[config.mk]
export PLATFORM = sky130hd
export DESIGN_NAME = sort_stage_sequencer
export DESIGN_NICKNAME = d
export VERILOG_FILES = /design/src/rtl/sort_stage_sequencer.sv
export SDC_FILE = /design/constraint.sdc
export NUM_CORES = 1
export LEC_CHECK = 0
export CELL_PAD_IN_SITES_DETAIL_PLACEMENT = 0
export CELL_PAD_IN_SITES_GLOBAL_PLACEMENT = 1
export CORE_ASPECT_RATIO = 1.4
export CORE_MARGIN = 8
export CORE_UTILIZATION = 30
export DETAILED_ROUTE_END_ITERATION = 6
export PLACE_DENSITY = 0.66
export SLEW_MARGIN = 15
export SYNTH_ARGS = -nofsm -noshare
export SYNTH_HDL_FRONTEND = slang
export SYNTH_SLANG_ARGS = --single-unit
[constraint.sdc]
create_clock -name i_clk -period 1.62 [get_ports i_clk]
set_input_delay 0.324 -clock i_clk [delete_from_list [all_inputs] [get_ports i_clk]]
set_output_delay 0.324 -clock i_clk [all_outputs]
set_load 0.03 [all_outputs]
[src/rtl/sort_stage_sequencer.sv]
// Step sequencer for a 2**LOG2N-lane bitonic sorting network: walks (stage, substage) pairs under valid/ready.
// Optional accepted-step counter on o_step_cnt when SORT_SEQ_STEPCNT_EN is defined.
module sort_stage_sequencer #(
   parameter int unsigned LOG2N = 4,
   parameter int unsigned STW   = 4,
   parameter int unsigned CNTW  = 8
) (
   input  logic            i_clk,
   input  logic            i_rst_n,
   input  logic            i_start,
   input  logic            i_abort,
   input  logic            i_step_rdy,
   output logic            o_step_vld,
   output logic [STW-1:0]  o_stage,
   output logic [STW-1:0]  o_sub,
   output logic            o_last,
   output logic            o_busy,
   output logic            o_done
`ifdef SORT_SEQ_STEPCNT_EN
   ,
   output logic [CNTW-1:0] o_step_cnt
`endif
);

   typedef enum logic [1:0] {
      IDLE = 2'd0,
      RUN  = 2'd1,
      DONE = 2'd2
   } state_t;

   localparam logic [STW-1:0] LAST_STAGE = STW'(LOG2N - 1);

   state_t         state_q, state_d;
   logic [STW-1:0] stage_q, stage_d;
   logic [STW-1:0] sub_q,   sub_d;
   logic           accept;

   assign accept = (state_q == RUN) && i_step_rdy;

   always_ff @(posedge i_clk or negedge i_rst_n) begin
      if (!i_rst_n) begin
         state_q <= IDLE;
         stage_q <= '0;
         sub_q   <= '0;
      end else begin
         state_q <= state_d;
         stage_q <= stage_d;
         sub_q   <= sub_d;
      end
   end

   // Abort overrides everything, including a start or a handshake in the same cycle.
   always_comb begin
      state_d = state_q;
      stage_d = stage_q;
      sub_d   = sub_q;
      if (i_abort) begin
         state_d = IDLE;
         stage_d = '0;
         sub_d   = '0;
      end else begin
         case (state_q)
            IDLE: begin
               if (i_start) begin
                  state_d = RUN;
                  stage_d = '0;
                  sub_d   = '0;
               end
            end
            RUN: begin
               if (i_step_rdy) begin
                  if (sub_q != '0) begin
                     sub_d = sub_q - 1'b1;
                  end else if (stage_q != LAST_STAGE) begin
                     stage_d = stage_q + 1'b1;
                     sub_d   = stage_q + 1'b1;
                  end else begin
                     state_d = DONE;
                  end
               end
            end
            DONE: begin
               state_d = IDLE;
            end
            default: begin
               state_d = IDLE;
            end
         endcase
      end
   end

`ifdef SORT_SEQ_STEPCNT_EN
   logic [CNTW-1:0] cnt_q, cnt_d;

   always_ff @(posedge i_clk or negedge i_rst_n) begin
      if (!i_rst_n) begin
         cnt_q <= '0;
      end else begin
         cnt_q <= cnt_d;
      end
   end

   always_comb begin
      cnt_d = cnt_q;
      if (i_abort) begin
         cnt_d = '0;
      end else if ((state_q == IDLE) && i_start) begin
         cnt_d = '0;
      end else if (accept) begin
         cnt_d = cnt_q + 1'b1;
      end
   end

   assign o_step_cnt = cnt_q;
`endif

   assign o_step_vld = (state_q == RUN);
   assign o_stage    = stage_q;
   assign o_sub      = sub_q;
   assign o_last     = o_step_vld && (stage_q == LAST_STAGE) && (sub_q == '0);
   assign o_busy     = (state_q != IDLE);
   assign o_done     = (state_q == DONE);

endmodule
==> impl_metrics.ini <==
[clock_network]
cts_tree = done
cts_buffers = 3
cts-root-buf = clkbuf_4
clk_pin_slew_ps = 70
cts_max_path_buffers = 2
holdBufCountCts = 0
clk-insertion-delay-late_ps = 270
clock_sinks = 10
h-tree-depth = 1

[floorplan]
num_rows = 20
die_h_um = 73.2
die_x_um = 56.9
core_area_sq_um = 2200
die-area_sq_um = 4170
start_util = 0.319
num_io_pins = 17

[yosys]
synthCells = 72
synth_area_leaders = dfrtp_1 36%, ha_1 5.3%, o21ai_1 4.3%
synth_most_common_cell = dfrtp_1
synth_top_area_frac = 0.357
ys_top_cells_by_count = 10 x dfrtp_1, 6 x o21ai_1, 4 x a21oi_1, 4 x inv_1
synthesis.nets = 80
yosys_most_used_dff = dfrtp_1
ys_warn_count = 0
synth_top_cell_by_area = dfrtp_1
synth_seq_cells = 10
synth_area_sq_um = 702
async_flop_share = 1.00
synth_edf_count = 0
yosysUniqueCellTypes = 36
yosysSeqAreaShare = 0.357
syn_area_per_cell_sq_um = 9.75

[pwr]
finalPower_uw = 795
leakagePower_uw = 0.000522
ir_drop_mv = 0.342
p_per_area_nw_per_um2 = 715

[layout]
final_core_util = 0.505
stdcell_count = 133
syn_to_final_growth_pct = 58.5
drive_gt1_frac = 0.486
antenna_cells = 0
nNetsFinal = 120

[global_routing]
grt_pass1_vias = 744
grt_max_degree = 11
antenna_found_initial = 0
grt_overflow = 0
grt_pass1_wl_um = 3420
grt_usage = 0.103

[placed_design]
dp_hpwl_um = 1530
place_congestion = 0.814
io_buffers = 16
place_worst_setup_slack_ps = -41.7
placedCellCount = 126

[timing]
whs_ps = 393
final-setup-viol-count = 2
max-slew-margin-rel = 0.659
tightest_slew_ps = 510
fin_crit_ps = 1720
min_period_over_period = 1.06
hold_viol = 0
fin_ws_ps = -95.2
rsz0062_at_grt = yes
max_freq_ghz = 0.583
finClkSkew_ps = 2.44
final_max_slew_viol_count = 0

[routing]
top_layer = met4
num_vias = 725
drt-pass1-iter-count = 4
avgViaCountPerCell = 5.45
wl_met1_um = 848
wl_um = 2060
wl_met3_um = 101
first_iter_violations = 25
wl_met2_um = 1050
ant_nets = 0
wire_per_inst_um = 15.5
drcViolationCount = 0

[worst_setup_path]
r2r_start = o_sub[1]
crit_arrival_ps = 1390
worst-endpoint-required_ps = 1300
endpoint_kind = output port
start_kind = flip-flop
crit_type = reg -> out
cp_max_fo = 2
cp-startpoint = o_sub[1]

[status]
violations = setup timing
status = complete, but fails checks

[run]
maxCapViolations = 0

[hold_path]
hold_class = in -> async
layout by cell type, fill, tap and decap left out, types with 2 or more instances in the layout:
cell type / Yosys / final
buf_4: 0 / 21
dlygate4sd2_1: 0 / 8
o21ai_1: 6 / 6
dfrtp_1: 10 / 6
a21oi_1: 4 / 4
clkdlybuf4s50_1: 0 / 4
dfrtp_2: 0 / 4
nand4_1: 3 / 3
nor2_1: 3 / 3
clkbuf_4: 0 / 3
inv_2: 0 / 2
nor3b_4: 0 / 2
nand3_1: 3 / 2
nand3_2: 1 / 2
mux2i_1: 2 / 2
o21ba_2: 2 / 2
o31ai_1: 2 / 2
xor2_1: 2 / 2
inv_1: 4 / 2
nand2_1: 3 / 2
ha_1: 3 / 2
buf_6: 1 / 2
flip-flops by register name (all words and copies together) (netlist names):
register,flops
o_stage,4
state_q,2
o_sub,4
repair_timing:
| action | in CTS | in global routing |
|---|---|---|
| setup endpoints to repair | 10 | 8 |
| buffers inserted | 2 | 1 |
| endpoints found under the hold margin | 0 | 0 |
| cloned | 0 | 1 |
| gates resized for setup | 13 | 11 |
| pin swaps | 2 | 6 |
metrics by stage:
step	setup TNS [ps]	cell area (sq um)
finish	-105	1110
global route	-292	1110
CTS	-95.3	1070
detailed placement	-59.6	1020
global placement	-6.98	1020
floorplan	0	727
area by class of cell:
cell class                      count  area (sq um)
Inverter                            4          15.0
Timing Repair Buffer               37           300
Sequential cell                    10           255
Clock buffer                        4          26.3
Fill cell                         209          1090
Multi-Input combinational cell     56           488
Tap cell                           22          27.5
cells by family after synthesis:
| kind of cell | count (synthesis) | share of synthesized area |
|---|---|---|
| compound gates | 25 | 0.266 |
| xor+xnor | 2 | 0.0250 |
| fa+ha+maj | 3 | 0.0535 |
| buf+inv | 6 | 0.0445 |
| flops | 10 | 0.357 |
| mux | 2 | 0.0285 |
| simple gates | 24 | 0.226 |
worst max-delay path, cell delays in order (launching register included):
cell     delay (ps)
dfrtp_2         410
inv_2            80
ha_4            130
nor3b_4         180
and3_4          210
buf_6           120
path summary, 6_finish.rpt:
check,to,slack [ps],cells after the start
max,o_last,-100,5
min,o_stage[3],390,1
max reg2reg,o_stage[3],-10,8
min reg2reg,state_q[0],580,2
max in group asynchronous,o_sub[1],860,1
min in group i_clk,state_q[0],580,2
layer usage:
layer  vias up  track usage
met4         0       0.0602
li1        348            -
met1       346        0.105
met5         -            0
met2        22        0.178
met3         9       0.0314
power by group:
part	leakage [uW]	total (uW)	internal (uW)	switching (uW)
Clock	0.0000150	191	95.2	95.7
Combinational	0.000377	327	161	165
Sequential	0.000130	277	263	13.9
Total	0.000522	795	520	275
Power figures use the tool's default switching activity.
